## config.mk

```make
export PLATFORM = sky130hd
export DESIGN_NAME = demux_frame_sequencer
export DESIGN_NICKNAME = d
export VERILOG_FILES = /design/src/rtl/demux_frame_sequencer.sv
export SDC_FILE = /design/constraint.sdc
export NUM_CORES = 1
export LEC_CHECK = 0
export BUFFER_PORTS_ARGS = -buffer_cell sky130_fd_sc_hd__buf_2
export CORE_MARGIN = 5
export CORE_UTILIZATION = 33
export CTS_BUF_LIST = sky130_fd_sc_hd__clkbuf_8
export CTS_CLUSTER_DIAMETER = 100
export DETAILED_ROUTE_END_ITERATION = 12
export GPL_TIMING_DRIVEN = 0
export PLACE_DENSITY_LB_ADDON = 0.08
export SETUP_SLACK_MARGIN = 0.15
export SLEW_MARGIN = 10
export SYNTH_ARGS = -nofsm -noshare
export SYNTH_HDL_FRONTEND = slang
export SYNTH_SLANG_ARGS = --single-unit
```

## constraint.sdc

```tcl
create_clock -name clk -period 2.1 [get_ports clk]
set_input_delay 0.42 -clock clk [delete_from_list [all_inputs] [get_ports clk]]
set_output_delay 0.42 -clock clk [all_outputs]
set_load 0.02 [all_outputs]
```

## src/rtl/demux_frame_sequencer.sv

```systemverilog
// Frame sequencer for the 1:8 demux stage: accepts one 8-bit frame, then drives
// data/sel one channel at a time (sweep 0..7 or a single addressed channel).
module demux_frame_sequencer #(
  parameter int unsigned DWELL = 1
) (
  input  logic       clk,
  input  logic       rst,
  input  logic       in_valid,
  output logic       in_ready,
  input  logic [7:0] in_frame,
  input  logic       in_mode,
  input  logic [2:0] in_chan,
  output logic       data,
  output logic [2:0] sel,
  output logic       out_active,
  output logic       busy,
  output logic       done
);

  if (DWELL < 1 || DWELL > 255) begin : g_bad_dwell
    $error("demux_frame_sequencer: DWELL must be in 1..255");
  end

  localparam logic [7:0] DWELL_LAST = 8'(DWELL - 1);

  typedef enum logic {
    IDLE  = 1'b0,
    DRIVE = 1'b1
  } state_t;

  state_t     state_q, state_d;
  logic [7:0] frame_q, frame_d;
  logic       mode_q, mode_d;
  logic [7:0] dwell_q, dwell_d;
  logic [2:0] sel_q, sel_d;
  logic       data_q, data_d;
  logic       active_q, active_d;
  logic       done_q, done_d;
  logic [2:0] next_sel;
  logic [2:0] accept_sel;

  assign next_sel   = sel_q + 3'd1;
  assign accept_sel = in_mode ? in_chan : 3'd0;

  always_comb begin
    // NOTE: every next-state signal takes its hold value first so no path infers a latch.
    state_d  = state_q;
    frame_d  = frame_q;
    mode_d   = mode_q;
    dwell_d  = dwell_q;
    sel_d    = sel_q;
    data_d   = data_q;
    active_d = active_q;
    done_d   = 1'b0;

    unique case (state_q)
      IDLE: begin
        if (in_valid) begin
          state_d  = DRIVE;
          frame_d  = in_frame;
          mode_d   = in_mode;
          dwell_d  = 8'd0;
          sel_d    = accept_sel;
          data_d   = in_frame[accept_sel];
          active_d = 1'b1;
        end
      end
      DRIVE: begin
        if (dwell_q == DWELL_LAST) begin
          dwell_d = 8'd0;
          // Sweep advances until channel 7; single mode ends after its one slot.
          if (!mode_q && sel_q != 3'd7) begin
            sel_d  = next_sel;
            data_d = frame_q[next_sel];
          end else begin
            state_d  = IDLE;
            sel_d    = 3'd0;
            data_d   = 1'b0;
            active_d = 1'b0;
            done_d   = 1'b1;
          end
        end else begin
          dwell_d = dwell_q + 8'd1;
        end
      end
      default: state_d = IDLE;
    endcase
  end

  // NOTE: sequential state uses non-blocking assignments so all registers update together.
  always_ff @(posedge clk) begin
    if (rst) begin
      state_q  <= IDLE;
      frame_q  <= 8'd0;
      mode_q   <= 1'b0;
      dwell_q  <= 8'd0;
      sel_q    <= 3'd0;
      data_q   <= 1'b0;
      active_q <= 1'b0;
      done_q   <= 1'b0;
    end else begin
      state_q  <= state_d;
      frame_q  <= frame_d;
      mode_q   <= mode_d;
      dwell_q  <= dwell_d;
      sel_q    <= sel_d;
      data_q   <= data_d;
      active_q <= active_d;
      done_q   <= done_d;
    end
  end

  assign in_ready   = (state_q == IDLE);
  assign data       = data_q;
  assign sel        = sel_q;
  assign out_active = active_q;
  assign busy       = active_q;
  assign done       = done_q;

endmodule
```

==> flow_metrics.env, run 1 <==
export IMPL_port_buffers=22
export IMPL_finalClockSkew_ns=0.00938
export IMPL_power_leakage_uw=0.000595
export IMPL_crit_end="data$_SDFFE_PP0P_"
export IMPL_antenna_found_initial=0
export IMPL_clk_latency_ns=0.27
export IMPL_synth_warnings=0
export IMPL_hp_class="primary input to register"
export IMPL_synth_seq_cells=24
export IMPL_tightest_slew_ns=0.581
export IMPL_maxCapViolCount=0
export IMPL_period_minus_slack_ns=1.83
export IMPL_drc_errors=0
export IMPL_drive_gt1_share_pct=23.7
export IMPL_postSynthCellCount=147
export IMPL_boundaryPins=23
export IMPL_cts_made_buffers=3
export IMPL_hold_path_startpoint="rst"
export IMPL_cts_setup_buffers=0
export IMPL_post_synth_top_area_cell="dfxtp_1"
export IMPL_yosysMostFrequentCell="nand2_1"
export IMPL_period_share_pct=87.2
export IMPL_cts_buffer_depth=2
export IMPL_drv_slew=0
export IMPL_avgViaCountPerCell=5.22
export IMPL_cts_resized=0
export IMPL_r2r_end="data$_SDFFE_PP0P_"
export IMPL_rows=22
export IMPL_start_util_pct=34.3
export IMPL_clkSinkCount=24
export IMPL_antenna_left=0
export IMPL_setup_viol=0
export IMPL_crit_family="flip-flops"
export IMPL_core_sq_um=3690
export IMPL_syn_nets=166
export IMPL_synth_top_cell_area_share_pct=38.0
export IMPL_hpwl_um=2300
export IMPL_grt_max_degree=15
export IMPL_ys_top_cells_by_area="dfxtp_1, nand2_1, a21oi_1"
export IMPL_first_pass_iters=4
export IMPL_cts_hold_buf=0
export IMPL_crit_buf_inv=1
export IMPL_worstReg2RegStart="sel[0]$_SDFFE_PP0P_"
export IMPL_slowest_stage="dfxtp_1"
export IMPL_die_area_sq_um=5170
export IMPL_critPathLaunchType="register"
export IMPL_r2r_slack_ns=0.27
export IMPL_fmax_mhz=546
export IMPL_netlist_area_sq_um=1260
export IMPL_outcome="finished clean"
export IMPL_dr_total_vias=1153
export IMPL_rsz0062_at_grt="no"
export IMPL_reg2reg_depth=6
export IMPL_criticalPathCategory="register to register"
export IMPL_crit_cells=6
export IMPL_grtUsageTotal_pct=11.9
export IMPL_synth_edf_count=0
export IMPL_place_area_sq_um=1440
export IMPL_die_w_um=71.9
export IMPL_p_per_area_nw_per_um2=750
export IMPL_cts_root_buf="clkbuf_8"
export IMPL_final_area_sq_um=1510
export IMPL_cp_arrival_ns=1.99
export IMPL_die_h_um=71.9
export IMPL_required_ns=2.26
export IMPL_crit_chain="ha_1 > buf_6 > mux2_4 > or3_1 > a41oi_1 > a221oi_1"
export IMPL_setup_tns_ns=0
export IMPL_synth_seq_area_share_pct=38.0
export IMPL_synth_cell_types=41
export IMPL_grt_pass1_wl_um=4980
export IMPL_area_delta_synth_final_pct=19.1
export IMPL_place_gp_congestion=0.736
export IMPL_fin_util_pct=40.8
export IMPL_relSlewSlack_pct=61.3
export IMPL_crit_path_max_fanout=5
export IMPL_syn_avg_cell_area_sq_um=8.61
export IMPL_cpPeakStageDelay_ns=0.41
export IMPL_ir_worst_vdd_v=0.000241
export IMPL_startpoint="sel[0]$_SDFFE_PP0P_"
export IMPL_yosys_top_cells_count="nand2_1, dfxtp_1, a21oi_1, nor2_1"
export IMPL_wire_per_inst_um=13.9
export IMPL_endpoint_kind="register"
export IMPL_h_tree_depth=1
export IMPL_fin_nets=193
export IMPL_gr_total_overflow=0
export IMPL_synthFlopType="dfxtp_1"
export IMPL_drt_wl_total_um=3060
export IMPL_n_antenna_cell=0
export IMPL_grt_pass1_vias=1081
export IMPL_cts_tree="done"
export IMPL_synthArstFlopShare_pct=0
export IMPL_drt_initial_drc_count=68
export IMPL_hold_viol=0
export IMPL_clk_pin_slew_ns=0.10
[logic make-up (layout without fill, tap and decap cells)]
| group | after synthesis | in the layout | share of synthesized area [%] |
|---|---|---|---|
| simple gates | 62 | 62 | 25.0 |
| compound gates | 38 | 38 | 21.1 |
| flops | 24 | 24 | 38.0 |
| buf+inv | 12 | 38 | 4.85 |
| mux | 7 | 7 | 7.12 |
| fa+ha+maj | 4 | 4 | 3.96 |
[worst min path at each step]
stage                               to  cells after the start
2_1_floorplan  frame_q[6]$_SDFFE_PP0P_                      2
3_3_place_gp   frame_q[4]$_SDFFE_PP0P_                      2
3_5_place_dp   frame_q[4]$_SDFFE_PP0P_                      2
4_1_cts        dwell_q[6]$_SDFFE_PP0P_                      2
5_1_grt        dwell_q[6]$_SDFFE_PP0P_                      2
6_report       dwell_q[7]$_SDFFE_PP0P_                      2
[registers in the layout (all words and copies together) (netlist names)]
name,count
sel,3
mode_q,1
done,1
dwell_q,8
frame_q,8
data,1
state_q,1
busy,1
[metal layers]
metal | vias to the layer above | GRT usage [%] | wire, um
li1 | 580 | - | -
met1 | 538 | 16.9 | 1500
met2 | 31 | 18.3 | 1370
met3 | 4 | 2.35 | 169
met4 | 0 | 3.76 | 25
met5 | - | 0 | 0
[worst register-to-register path: cells and delay by family (launching register included)]
kind / cells / cell delay (ns)
mux: 1 / 0.29
compound gates: 2 / 0.32
fa+ha+maj: 1 / 0.27
simple gates: 1 / 0.31
buf+inv: 1 / 0.14
flops: 1 / 0.41
[metrics by stage]
stage / setup slack (ns) / power [uW] / hold slack, ns / cells
floorplan: 0.228 / 658 / 0.433 / 147
global placement: 0.267 / 725 / 0.446 / 217
detailed placement: 0.274 / 726 / 0.445 / 217
CTS: 0.261 / 1130 / 0.397 / 221
global route: 0.166 / 1170 / 0.406 / 221
finish: 0.269 / 1130 / 0.394 / 221
[cells in the final DEF (no fill, tap or decap), drive strengths merged, types with 2 or more instances in the layout]
cell type,n
a21oi,13
a221oi,4
a311oi,2
a31oi,3
a41oi,3
buf,25
clkbuf,7
dfxtp,24
ha,4
inv,5
mux2,3
mux2i,3
nand2,28
nand3,6
nand3b,2
nor2,10
nor2b,4
nor3,6
o21ai,6
[where the power goes]
| part | total (uW) | leakage [uW] | internal, uW | switching [uW] |
|---|---|---|---|---|
| clock | 415 | 0.0000357 | 255 | 160 |
| sequential | 496 | 0.000196 | 480 | 15.8 |
| combinational | 219 | 0.000363 | 94.0 | 125 |
[area by class of cell]
class / count / area (sq um)
Tap cell: 48 / 60.1
Multi-Input combinational cell: 111 / 723
Sequential cell: 24 / 480
Clock buffer: 3 / 41.3
Clock inverter: 1 / 30.0
Fill cell: 408 / 2180
Buffer: 7 / 42.5
Inverter: 5 / 18.8
Timing Repair Buffer: 22 / 110
(Power assumes the default switching activity.)
==> run 2: changes to the inputs <==
--- a/config.mk
+++ b/config.mk
@@ -7,11 +7,10 @@
 export LEC_CHECK = 0
 export BUFFER_PORTS_ARGS = -buffer_cell sky130_fd_sc_hd__buf_2
 export CORE_MARGIN = 5
-export CORE_UTILIZATION = 33
+export CORE_UTILIZATION = 40
 export CTS_BUF_LIST = sky130_fd_sc_hd__clkbuf_8
 export CTS_CLUSTER_DIAMETER = 100
 export DETAILED_ROUTE_END_ITERATION = 12
-export GPL_TIMING_DRIVEN = 0
 export PLACE_DENSITY_LB_ADDON = 0.08
 export SETUP_SLACK_MARGIN = 0.15
 export SLEW_MARGIN = 10
==> flow_metrics.env, run 2 (synthesized netlist as in run 1, its figures left out) <==
export IMPL_fin_nets=187
export IMPL_setup_tns_ns=0
export IMPL_cts_made_buffers=3
export IMPL_antenna_left=0
export IMPL_gr_total_overflow=0
export IMPL_wire_per_inst_um=13.6
export IMPL_layout_commonest_cell="nand2_1"
export IMPL_tightest_slew_ns=0.465
export IMPL_clockPowerShare_pct=31.0
export IMPL_grtUsageTotal_pct=14.6
export IMPL_endpoint_kind="register"
export IMPL_drc_errors=0
export IMPL_reg2reg_depth=5
export IMPL_criticalPathCategory="register to register"
export IMPL_whs_endpoint="frame_q[6]$_SDFFE_PP0P_"
export IMPL_setup_viol=0
export IMPL_r2r_slack_ns=0.26
export IMPL_h_tree_depth=1
export IMPL_cts_hold_buf=0
export IMPL_hold_depth=3
export IMPL_finalPower_uw=1020
export IMPL_required_ns=2.23
export IMPL_period_share_pct=87.5
export IMPL_area_delta_synth_final_pct=14.6
export IMPL_die_area_sq_um=4390
export IMPL_finalClockSkew_ns=0.00232
export IMPL_p_sw_uw=285
export IMPL_clk_pin_slew_ns=0.09
export IMPL_cts_tree="done"
export IMPL_dr_total_vias=1095
export IMPL_worstReg2RegStart="sel[0]$_SDFFE_PP0P_"
export IMPL_clk_latency_ns=0.26
export IMPL_hold_viol=0
export IMPL_antenna_found_initial=0
export IMPL_p_per_area_nw_per_um2=700
export IMPL_fmax_mhz=545
export IMPL_first_pass_iters=4
export IMPL_cts_buffer_depth=2
export IMPL_period_minus_slack_ns=1.84
export IMPL_hp_class="primary input to register"
export IMPL_comb_power_share_pct=19.5
export IMPL_drive_gt1_share_pct=22.8
export IMPL_relSlewSlack_pct=69.0
export IMPL_cp_arrival_ns=1.97
export IMPL_die_w_um=66.2
export IMPL_boundaryPins=23
export IMPL_n_antenna_cell=0
export IMPL_p_seq_share_pct=49.5
export IMPL_cts_setup_buffers=0
export IMPL_core_sq_um=3050
export IMPL_final_cell_mix="nand2_1, dfxtp_1, buf_2, a21oi_1, nor2_1"
export IMPL_die_h_um=66.2
export IMPL_outcome="finished clean"
export IMPL_hpwl_um=2150
export IMPL_port_buffers=22
export IMPL_ir_worst_vdd_v=0.000445
export IMPL_start_util_pct=41.4
export IMPL_avgViaCountPerCell=5.19
export IMPL_dpl_worst_slack_ns=0.291
export IMPL_maxCapViolCount=0
export IMPL_grt_pass1_vias=1068
export IMPL_drt_initial_drc_count=84
export IMPL_place_gp_congestion=0.858
export IMPL_cts_resized=0
export IMPL_grt_max_degree=25
export IMPL_drv_slew=0
export IMPL_critPathLaunchType="register"
export IMPL_power_leakage_uw=0.000568
export IMPL_cts_root_buf="clkbuf_8"
export IMPL_grt_pass1_wl_um=5050
export IMPL_hold_path_startpoint="in_frame[6]"
export IMPL_drt_wl_total_um=2870
export IMPL_rsz0062_at_grt="no"
export IMPL_setup_ws_ns=0.263
export IMPL_power_internal_uw=731
export IMPL_rows=20
export IMPL_crit_path_max_fanout=5
export IMPL_r2r_end="data$_SDFFE_PP0P_"
export IMPL_clkSinkCount=24
export IMPL_switching_share_pct=28.1
## run 2: power by group through the flow
stage | Sequential, uW | Combinational [uW] | Clock [uW]
2_1_floorplan | 518 | 140 | 0
3_3_place_gp | 512 | 196 | 0
3_5_place_dp | 513 | 198 | 0
4_1_cts | 502 | 199 | 324
5_1_grt | 506 | 220 | 345
6_report | 502 | 198 | 315
## run 2: stage by stage
stage / hold slack, ns / utilization, % / instances / cell area [sq um]
5_1_grt: 0.407 / 47.5 / 211 / 1450
2_1_floorplan: 0.433 / - / 147 / 1260
3_3_place_gp: 0.452 / 45.7 / 207 / 1400
4_1_cts: 0.392 / 47.5 / 211 / 1450
3_5_place_dp: 0.455 / 45.7 / 207 / 1400
6_report: 0.397 / 47.5 / 211 / 1450
## run 2: layer usage
layer  up-vias  track usage (%)  routed length (um)
met3         2             2.55                  85
met1       507             20.6                1490
met2        18             23.3                1280
li1        568                -                   -
met5         -                0                   0
met4         0             3.05                  18
## run 2: how the worst max path moves through the flow
stage                         from           endpoint  slack, ns  depth (start not counted)
2_1_floorplan  sel[0]$_SDFFE_PP0P_  data$_SDFFE_PP0P_       0.23                          6
3_3_place_gp   sel[0]$_SDFFE_PP0P_  data$_SDFFE_PP0P_       0.31                          5
3_5_place_dp   sel[0]$_SDFFE_PP0P_  data$_SDFFE_PP0P_       0.29                          5
4_1_cts        sel[0]$_SDFFE_PP0P_  data$_SDFFE_PP0P_       0.27                          5
5_1_grt        sel[0]$_SDFFE_PP0P_  data$_SDFFE_PP0P_       0.20                          5
6_report       sel[0]$_SDFFE_PP0P_  data$_SDFFE_PP0P_       0.26                          5
## run 2: worst max-delay path: stages (launching register included)
cell,delay [ns]
dfxtp_1,0.35
ha_1,0.43
mux2_4,0.32
or3_1,0.30
a41oi_1,0.21
a221oi_1,0.10
## run 2: cell type report
cell class / instances / area [sq um]
Fill cell: 326 / 1600
Multi-Input combinational cell: 111 / 723
Sequential cell: 24 / 480
Timing Repair Buffer: 23 / 118
Clock buffer: 4 / 55.1
Tap cell: 44 / 55.1
Inverter: 5 / 18.8
